==> config.mk <==
export PLATFORM = sky130hd
export DESIGN_NAME = tictactoe_game_ctrl_flat
export DESIGN_NICKNAME = d
export VERILOG_FILES = /design/src/rtl/tictactoe_game_ctrl_if.sv /design/src/rtl/tictactoe_game_ctrl.sv /design/src/flat_wrapper.sv
export SDC_FILE = /design/constraint.sdc
export NUM_CORES = 1
export LEC_CHECK = 0
export BUFFER_PORTS_ARGS = -buffer_cell sky130_fd_sc_hd__buf_2
export CAP_MARGIN = 20
export CORE_AREA = 2 2 57 112
export DETAILED_ROUTE_END_ITERATION = 8
export DIE_AREA = 0 0 59 114
export PLACE_DENSITY = 0.84
export SLEW_MARGIN = 15
export SYNTH_ARGS = -nofsm -noshare
export SYNTH_HDL_FRONTEND = slang
export SYNTH_SLANG_ARGS = --single-unit
==> constraint.sdc <==
create_clock -name clk_100MHz -period 6 [get_ports clk_100MHz]
set_clock_uncertainty 0.2 [all_clocks]
set_input_delay 0.6 -clock clk_100MHz [delete_from_list [all_inputs] [get_ports clk_100MHz]]
set_output_delay 0.6 -clock clk_100MHz [all_outputs]
set_load 0.03 [all_outputs]
==> src/rtl/tictactoe_game_ctrl_if.sv <==
// rtl/tictactoe_game_ctrl_if.sv - button/tick inputs and game-display outputs of the tic-tac-toe controller
interface tictactoe_game_ctrl_if;
   logic       left;
   logic       right;
   logic       select;
   logic       sec_tick;
   logic [3:0] cursor;
   logic [17:0] board;
   logic       turn;
   logic [1:0] game_state;
   logic [1:0] winner;
   logic [8:0] win_mask;
   logic [3:0] secs_left;

   modport slave (
      input  left, right, select, sec_tick,
      output cursor, board, turn, game_state, winner, win_mask, secs_left
   );

   modport master (
      output left, right, select, sec_tick,
      input  cursor, board, turn, game_state, winner, win_mask, secs_left
   );
endinterface

==> src/rtl/tictactoe_game_ctrl.sv <==
// rtl/tictactoe_game_ctrl.sv - tic-tac-toe game FSM: cursor, board, per-move countdown, win/draw detection
module tictactoe_game_ctrl #(
   parameter int TURN_SECS = 10,
   parameter int OVER_SECS = 3
) (
   input  logic                  clk_100MHz,
   input  logic                  reset,
   tictactoe_game_ctrl_if.slave  bus
);
   typedef enum logic [1:0] {S_IDLE, S_PLAY, S_CHECK, S_OVER} state_t;

   localparam logic [3:0] TURN_LD = 4'(TURN_SECS);
   localparam logic [3:0] OVER_LD = 4'(OVER_SECS);
   // rows, columns, diagonals as cell bitmasks (cell i = bit i)
   localparam logic [8:0] LINES [8] = '{9'h007, 9'h038, 9'h1C0, 9'h049,
                                        9'h092, 9'h124, 9'h111, 9'h054};

   state_t      r_state;
   logic        r_prev_left, r_prev_right, r_prev_select, r_prev_tick;
   logic        r_armed;
   logic [17:0] r_board;
   logic [3:0]  r_cursor;
   logic        r_turn;
   logic [1:0]  r_game_state;
   logic [1:0]  r_winner;
   logic [8:0]  r_win_mask;
   logic [3:0]  r_secs;

   logic        w_left_ev, w_right_ev, w_select_ev, w_tick_ev;
   logic [1:0]  w_mark;
   logic [1:0]  w_cell;
   logic [8:0]  w_mine;
   logic [8:0]  w_filled;
   logic [8:0]  w_line_mask;
   logic [3:0]  w_cursor_dn, w_cursor_up;

   // r_armed blocks the first sample after reset so a held-high input is not an event
   assign w_left_ev   = r_armed & bus.left     & ~r_prev_left;
   assign w_right_ev  = r_armed & bus.right    & ~r_prev_right;
   assign w_select_ev = r_armed & bus.select   & ~r_prev_select;
   assign w_tick_ev   = r_armed & bus.sec_tick & ~r_prev_tick;

   assign w_cursor_dn = (r_cursor == 4'd0) ? 4'd8 : r_cursor - 4'd1;
   assign w_cursor_up = (r_cursor == 4'd8) ? 4'd0 : r_cursor + 4'd1;

   always_comb begin
      w_mark      = r_turn ? 2'b10 : 2'b01;
      w_cell      = r_board[{r_cursor, 1'b0} +: 2];
      w_mine      = '0;
      w_filled    = '0;
      w_line_mask = '0;
      for (int i = 0; i < 9; i++) begin
         w_mine[i]   = (r_board[2*i +: 2] == w_mark);
         w_filled[i] = (r_board[2*i +: 2] != 2'b00);
      end
      for (int l = 0; l < 8; l++) begin
         if ((w_mine & LINES[l]) == LINES[l]) w_line_mask = w_line_mask | LINES[l];
      end
   end

   always_ff @(posedge clk_100MHz or negedge reset) begin
      if (!reset) begin
         r_state       <= S_IDLE;
         r_prev_left   <= 1'b0;
         r_prev_right  <= 1'b0;
         r_prev_select <= 1'b0;
         r_prev_tick   <= 1'b0;
         r_armed       <= 1'b0;
         r_board       <= '0;
         r_cursor      <= 4'd4;
         r_turn        <= 1'b0;
         r_game_state  <= 2'b00;
         r_winner      <= 2'b00;
         r_win_mask    <= '0;
         r_secs        <= 4'd0;
      end else begin
         r_prev_left   <= bus.left;
         r_prev_right  <= bus.right;
         r_prev_select <= bus.select;
         r_prev_tick   <= bus.sec_tick;
         r_armed       <= 1'b1;
         case (r_state)
            S_IDLE: begin
               if (w_select_ev) begin
                  r_board      <= '0;
                  r_turn       <= 1'b0;
                  r_cursor     <= 4'd4;
                  r_secs       <= TURN_LD;
                  r_game_state <= 2'b01;
                  r_state      <= S_PLAY;
               end
            end
            S_PLAY: begin
               if (w_select_ev && (w_cell == 2'b00)) begin
                  r_board[{r_cursor, 1'b0} +: 2] <= w_mark;
                  r_state <= S_CHECK;
               end else begin
                  if (w_left_ev && !w_right_ev)      r_cursor <= w_cursor_dn;
                  else if (w_right_ev && !w_left_ev) r_cursor <= w_cursor_up;
                  if (w_tick_ev) begin
                     if (r_secs == 4'd1) begin
                        r_turn <= ~r_turn;
                        r_secs <= TURN_LD;
                     end else begin
                        r_secs <= r_secs - 4'd1;
                     end
                  end
               end
            end
            S_CHECK: begin
               if (|w_line_mask) begin
                  r_winner     <= w_mark;
                  r_win_mask   <= w_line_mask;
                  r_secs       <= OVER_LD;
                  r_game_state <= 2'b10;
                  r_state      <= S_OVER;
               end else if (&w_filled) begin
                  r_winner     <= 2'b00;
                  r_win_mask   <= '0;
                  r_secs       <= OVER_LD;
                  r_game_state <= 2'b11;
                  r_state      <= S_OVER;
               end else begin
                  r_turn  <= ~r_turn;
                  r_secs  <= TURN_LD;
                  r_state <= S_PLAY;
               end
            end
            S_OVER: begin
               if (w_select_ev || (w_tick_ev && (r_secs == 4'd1))) begin
                  r_board      <= '0;
                  r_winner     <= 2'b00;
                  r_win_mask   <= '0;
                  r_secs       <= 4'd0;
                  r_game_state <= 2'b00;
                  r_state      <= S_IDLE;
               end else if (w_tick_ev) begin
                  r_secs <= r_secs - 4'd1;
               end
            end
            default: r_state <= S_IDLE;
         endcase
      end
   end

   assign bus.cursor     = r_cursor;
   assign bus.board      = r_board;
   assign bus.turn       = r_turn;
   assign bus.game_state = r_game_state;
   assign bus.winner     = r_winner;
   assign bus.win_mask   = r_win_mask;
   assign bus.secs_left  = r_secs;
endmodule

==> src/flat_wrapper.sv <==
// flat-port wrapper written by rule: the top's interface ports become plain ports
module tictactoe_game_ctrl_flat 
#(
   parameter int TURN_SECS = 10,
   parameter int OVER_SECS = 3
)
  (clk_100MHz, reset, bus_left, bus_right, bus_select, bus_sec_tick, bus_cursor, bus_board, bus_turn, bus_game_state, bus_winner, bus_win_mask, bus_secs_left);
  tictactoe_game_ctrl_if bus_i ();
  input  logic clk_100MHz;
  input  logic reset;
  input wire logic [$bits(bus_i.left)-1:0] bus_left;
  input wire logic [$bits(bus_i.right)-1:0] bus_right;
  input wire logic [$bits(bus_i.select)-1:0] bus_select;
  input wire logic [$bits(bus_i.sec_tick)-1:0] bus_sec_tick;
  output wire logic [$bits(bus_i.cursor)-1:0] bus_cursor;
  output wire logic [$bits(bus_i.board)-1:0] bus_board;
  output wire logic [$bits(bus_i.turn)-1:0] bus_turn;
  output wire logic [$bits(bus_i.game_state)-1:0] bus_game_state;
  output wire logic [$bits(bus_i.winner)-1:0] bus_winner;
  output wire logic [$bits(bus_i.win_mask)-1:0] bus_win_mask;
  output wire logic [$bits(bus_i.secs_left)-1:0] bus_secs_left;
  assign bus_i.left = bus_left;
  assign bus_i.right = bus_right;
  assign bus_i.select = bus_select;
  assign bus_i.sec_tick = bus_sec_tick;
  assign bus_cursor = bus_i.cursor;
  assign bus_board = bus_i.board;
  assign bus_turn = bus_i.turn;
  assign bus_game_state = bus_i.game_state;
  assign bus_winner = bus_i.winner;
  assign bus_win_mask = bus_i.win_mask;
  assign bus_secs_left = bus_i.secs_left;
  tictactoe_game_ctrl #(.TURN_SECS(TURN_SECS), .OVER_SECS(OVER_SECS)) u_core (.clk_100MHz(clk_100MHz), .reset(reset), .bus(bus_i));
endmodule
==> results of run 1 <==
cell usage in the layout, fill, tap and decap left out, types with 2 or more instances in the layout:
master	instances
mux2i_1	3
or2_2	2
buf_2	44
clkbuf_16	5
nor2_1	34
a32o_1	2
nand3b_1	8
o32ai_1	3
a31oi_1	8
o211ai_1	2
or3b_1	2
o31ai_1	3
mux2_2	19
nor2b_1	2
nor4b_1	2
bufinv_16	2
o21ai_0	16
or3b_2	3
and2_1	3
xnor2_1	4
a21o_1	2
nor3_1	8
a22oi_1	3
a211oi_1	4
ha_1	11
dfrtp_1	46
a21oi_1	20
nor4_1	2
nand2b_1	13
nand2_1	24
nand3_1	4
or4_1	2
o21a_1	2
a211o_1	3
o22ai_1	14
inv_1	17
o41ai_1	5
nor3b_1	2
final timing paths:
| check | start | to | slack (ns) | cells after the start |
|---|---|---|---|---|
| max | u_core.bus.turn | u_core.bus.win_mask[2] | 2.78 | 6 |
| min | reset | u_core.r_prev_right | 0.10 | 1 |
| max reg2reg | u_core.bus.turn | u_core.bus.win_mask[2] | 2.78 | 6 |
| min reg2reg | u_core.bus.win_mask[6] | u_core.bus.win_mask[6] | 0.30 | 1 |
| max in group asynchronous | reset | u_core.bus.secs_left[1] | 5.11 | 1 |
| min in group clk_100MHz | bus_left | u_core.r_prev_left | 0.23 | 1 |
cell usage after synthesis (all sizes together) (9+ instances only):
master | count | area share (%)
a21oi | 21 | 3.5
clkbuf | 13 | 1.6
dfrtp | 46 | 37
ha | 11 | 4.4
inv | 18 | 2.2
mux2 | 19 | 6.9
nand2 | 24 | 2.9
nand2b | 13 | 2.6
nor2 | 34 | 4.1
nor3 | 9 | 1.6
o21ai | 16 | 2.6
o22ai | 14 | 2.8
critical path, stage by stage (launching register included):
cell	delay [ns]
dfrtp_1	0.63
or3b_2	0.59
o22ai_1	0.27
o41ai_1	0.17
and4_1	0.34
a21oi_2	0.49
mux2_2	0.40
flip-flops by register name, summed over array words and instances (netlist names):
signal and flops:
u_core.bus.board 18, u_core.bus.cursor 4, u_core.bus.game_state 2, u_core.bus.secs_left 4, u_core.bus.turn 1, u_core.bus.win_mask 9, u_core.bus.winner 2, u_core.r_armed 1
u_core.r_prev_left 1, u_core.r_prev_right 1, u_core.r_prev_select 1, u_core.r_prev_tick 1, u_core.r_state 2
final cells by class:
cell class              count  area [sq um]
well taps                  63         78.83
multi-input cells         261          1788
fillers                   519          2377
repair buffers             45         227.7
clock buffers               6         128.9
clock inverters             2         60.06
flip-flops and latches     47          1177
inverters                  18         67.56
power groups by stage:
stage,Sequential (uW),Clock [uW],Combinational (uW)
6_report,486,354,900
5_1_grt,499,371,991
4_1_cts,484,360,892
3_5_place_dp,489,0,884
3_3_place_gp,485,0,873
2_1_floorplan,521,0,666
stage by stage:
stage / instances / util, %
6_report: 442 / 59.75
5_1_grt: 442 / 59.75
4_1_cts: 442 / 59.70
3_5_place_dp: 434 / 56.50
3_3_place_gp: 434 / 56.50
2_1_floorplan: 345 / -
per-layer routing:
metal | GRT usage [%] | routed length, um | part of all wire [%]
met3 | 4.195 | 479 | 6.5
met5 | 0 | 0 | 0
met2 | 38.59 | 3591 | 49
met1 | 31.76 | 3079 | 42
met4 | 8.636 | 208 | 2.8
cells by family after synthesis:
kind of cell	count (synthesis)	share of synthesized area, %
xor gates and xnor gates	4	1.126
adders and majority gates	11	4.423
muxes	23	8.565
DFF	47	37.84
and+or+nand+nor	118	20.11
AOI/OAI and AO/OA	104	23.12
buffers and inverters	37	4.704
other	1	0.1205
==> reports/qor.txt, run 1 <==
Gr ovfl total: 0
Critical Path AT: 3.19 ns
Starting Density: 52.69%
Global-route wire length before repair: 12840 um
Area grow syn2layout: 13.39%
Pleak: 0.001548 uW
Cell Pwr Density: 493.0 nW/um^2
Final non-filler cell area: 3528 sq um
Least-Margin Pin Slew: 0.6832 ns
Final period util: 53.63%
DR DRC count: 0
Yosys warns: 0
Initial antenna violation count: 0
Clock network fraction of design power: 20.3%
Hold Buf Count CTS: 0
Synthesized cell area: 3112 sq um
Rows: 40
Post-CTS Resized: 0
Final setup violation count: 0
Worst hold path class: primary input to async pin
Synthesized Nets: 362
Vias per cell: 6.369
DRT Pass-1 Iters: 4
CTS tree: done
Ant diodes: 0
Sw frac: 45.92%
FFs w/ async S/R, synth: 100.0%
Max Clock Freq: 310.8 MHz
Latest clock arrival within the worst-skew pair: 0.29 ns
Root Buffer: clkbuf_16
Fraction of layout cells with a size suffix above 1: 22.69%
VDD IR-drop max: 209.1 uV
CP Class: flop to flop
Hpwl dp: 5341 um
Combinational share of power: 51.7%
Status: finished clean
Post-synthesis cell type count: 67
Syn Inst Count: 345
Slew margin rel.: 54.46%
Psw: 798.7 uW
Vias in the first global route: 2699
Total track usage: 23.98%
Int Pwr: 940.6 uW
Final Hold Viols: 0
Clock sink total: 47
Total power: 1739 uW
Max cap viols: 0
Full die area: 6726 sq um
Core Box Area: 5906 sq um
Max clock buf depth: 2
Post-Place Cell Area: 3337 sq um
Post-synthesis sequential area ratio: 37.84%
Critical Path Sink Type: flop
Postcts setup bufs: 0
Die H: 114 um
Routability cong.: 0.9161
Seq pwr share: 27.9%
Final WL: 7357 um
Worst setup SP type: flop
Mean area per synthesized cell: 9.020 sq um
Pre-CTS WS: 2.869 ns
Total CTS buffers: 5
Final hold slack: 0.1021 ns
Top fanout value on the critical path: 23
Setup tns final: 0 ns
Final Critical Period: 3.218 ns
Starting DRT DRC Count: 156
Die width: 59 um
Reg clk slew, reported paths: 0.06 ns
Number of synthesized flops with an enable pin: 0
Routed vias: 2815
Final WS setup: 2.782 ns
Nets: 395
Drt wl/cell: 16.64 um
Number of buffers added on ports: 45
WP data required: 5.97 ns
Ys flop type: dfrtp_1
Synth Register Bits: 47
Largest net degree at the start of global routing: 48
RSZ-0062 raised after global routing: no
Post-route antenna net violation count: 0
Slew Limit Fails: 0
Ports: 46
H-tree Lvls: 2
No activity file was read; power rests on OpenSTA's default activity.
==> run 2, diff against run 1 <==
--- a/config.mk
+++ b/config.mk
@@ -7,9 +7,9 @@
 export LEC_CHECK = 0
 export BUFFER_PORTS_ARGS = -buffer_cell sky130_fd_sc_hd__buf_2
 export CAP_MARGIN = 20
-export CORE_AREA = 2 2 57 112
+export CORE_AREA = 2 2 58 115
 export DETAILED_ROUTE_END_ITERATION = 8
-export DIE_AREA = 0 0 59 114
+export DIE_AREA = 0 0 60 117
 export PLACE_DENSITY = 0.84
 export SLEW_MARGIN = 15
 export SYNTH_ARGS = -nofsm -noshare
==> constraint.sdc (replaced) <==
create_clock -name clk_100MHz -period 2.86 [get_ports clk_100MHz]
set_clock_uncertainty 0.2 [all_clocks]
set_input_delay 0.286 -clock clk_100MHz [delete_from_list [all_inputs] [get_ports clk_100MHz]]
set_output_delay 0.286 -clock clk_100MHz [all_outputs]
set_load 0.03 [all_outputs]
==> run 2 against run 1 <==
Clock power up 73%. Flip-flop and latch count unchanged. First-iteration DRC count up 100%. Sequential power up 97%. Non-clock buffer count up 26. Critical endpoint is now u_core.bus.board[8].
==> reports/qor.txt, run 2 (synthesized netlist as in run 1, its figures left out) <==
Largest register FFs: 18 (unchanged)
Final period util: 96.83% (was 53.63%)
Slew Limit Fails: 0 (unchanged)
Full die area: 7020 sq um (was 6726 sq um)
Global-route wire length before repair: 13390 um (was 12840 um)
Pre-CTS WS: 0.09793 ns (was 2.869 ns)
Critical Path End: u_core.bus.board[8] (was u_core.bus.win_mask[2])
Initial antenna violation count: 0 (unchanged)
Core Box Area: 6207 sq um (was 5906 sq um)
Routed vias: 3007 (was 2815)
Largest net degree at the start of global routing: 30 (was 48)
Latest clock arrival within the worst-skew pair: 0.29 ns (about the same)
Die H: 117 um (was 114 um)
Commonest non-fill, non-tap cell in the layout: dfrtp_1 (unchanged)
WP data required: 2.87 ns (was 5.97 ns)
CTS tree: done (unchanged)
Max Clock Freq: 361.1 MHz (was 310.8 MHz)
R2R Setup Slk: 0.09 ns (was 2.78 ns)
Max clock buf depth: 2 (unchanged)
Status: finished clean (unchanged)
Critical R2R Capture: u_core.bus.board[8] (was u_core.bus.win_mask[2])
Clock sink total: 47 (unchanged)
Cell Pwr Density: 1014 nW/um^2 (was 493.0 nW/um^2)
Critical path origin: u_core.bus.secs_left[1] (was u_core.bus.turn)
CP max stage delay: 0.51 ns (was 0.63 ns)
Final WS setup: 0.09056 ns (was 2.782 ns)
Total track usage: 24.91% (was 23.98%)
Final core occ: 60.96% (was 59.75%)
Fraction of layout cells with a size suffix above 1: 27.90% (was 22.69%)
VDD IR-drop max: 739.6 uV (was 209.1 uV)
Die width: 60 um (was 59 um)
Area grow syn2layout: 21.59% (was 13.39%)
Reg clk slew, reported paths: 0.06 ns (about the same)
Critical Path AT: 2.78 ns (was 3.19 ns)
Ports: 46 (unchanged)
FF-to-FF Start: u_core.bus.secs_left[1] (was u_core.bus.turn)
Starting Density: 50.13% (was 52.69%)
Total CTS buffers: 5 (unchanged)
Final setup violation count: 0 (unchanged)
Gr ovfl total: 0 (unchanged)
Vias in the first global route: 2806 (was 2699)
Crit-path cells: inv_1, ha_1, or3b_4, o21a_1, o21a_4, a211o_1, or4_1, o22ai_1 (was or3b_2, o22ai_1, o41ai_1, and4_1, a21oi_2, mux2_2)
DR DRC count: 0 (unchanged)
Slowest cell on crit path: or4_1 (was dfrtp_1)
Top fanout value on the critical path: 6 (was 23)
Starting DRT DRC Count: 319 (was 156)
Nets: 421 (was 395)
Vias per cell: 6.124 (was 6.369)
Worst setup SP type: flop (unchanged)
Most frequent cells in the layout: 46 x dfrtp_1, 45 x buf_2, 34 x nor2_1 (was 46 x dfrtp_1, 44 x buf_2, 34 x nor2_1)
Max cap viols: 0 (unchanged)
Ant diodes: 0 (unchanged)
CP Class: flop to flop (unchanged)
Routability cong.: 0.9731 (was 0.9161)
DRT Pass-1 Iters: 6 (was 4)
H-tree Lvls: 2 (unchanged)
Root Buffer: clkbuf_16 (unchanged)
Pleak: 0.001686 uW (was 0.001548 uW)
Final Critical Period: 2.769 ns (was 3.218 ns)
Total power: 3837 uW (was 1739 uW)
Rows: 41 (was 40)
Final WL: 8208 um (was 7357 um)
Post-Layout Cell Count: 491 (was 442)
Placed cell count: 478 (was 434)
Hpwl dp: 6016 um (was 5341 um)
Final Hold Viols: 0 (unchanged)
Post-route antenna net violation count: 0 (unchanged)
Drt wl/cell: 16.72 um (was 16.64 um)
Final hold slack: 0.2703 ns (was 0.1021 ns)
Critical Path Sink Type: flop (unchanged)
Worst reg2reg path depth: 8 (was 6)
Number of buffers added on ports: 45 (unchanged)
Worst hold path class: primary input to async pin (unchanged)
## run 2: how the worst min path moves through the flow
stage	end	from	cells after the start
final	u_core.bus.board[5]	reset	2
after global routing	u_core.bus.cursor[3]	reset	2
after CTS	u_core.bus.cursor[3]	reset	2
after detailed placement	u_core.bus.board[5]	reset	1
after global placement	u_core.bus.board[5]	reset	1
after floorplan	u_core.bus.board[0]	reset	0
## run 2: critical path: cells and delay by family (launching register included)
family / cells / cell delay [ns]
flip-flops: 1 / 0.41
AO/OA/AOI/OAI: 4 / 0.89
adder cells (fa/ha/maj): 1 / 0.16
buffers and inverters: 1 / 0.10
AND/OR/NAND/NOR: 2 / 0.92
## run 2: routing by layer
layer,GRT usage [%],wire (um)
met1,31.40,3124
met2,42.10,4204
met3,4.286,669
met4,8.593,209
met5,0,0
## run 2: layout make-up
type,count,area (sq um)
clock buffer,8,156.4
tap,86,107.6
multi-input combinational,261,1829
fill,531,2424
timing repair buffer,71,445.4
inverter,18,67.56
sequential,47,1177
## run 2: where the power goes
group | leakage (uW) | switching [uW] | internal, uW
combinational | 0.000989 | 1370 | 892
clock | 0.0000772 | 240 | 372
sequential | 0.000620 | 173 | 786
## run 2: repair_timing
action                                  CTS  global route
hold buffers                              5             0
endpoints found under the setup margin    0            21
endpoints found under the hold margin    21             0
resized for setup                         0             6
buffers inserted                          0             0
## run 2: per-stage QoR
step	instance area (sq um)	setup TNS, ns
after floorplan	3112	0
after global placement	3536	0
after detailed placement	3536	0
after CTS	3742	0
after global routing	3784	-0.04049
final	3784	0
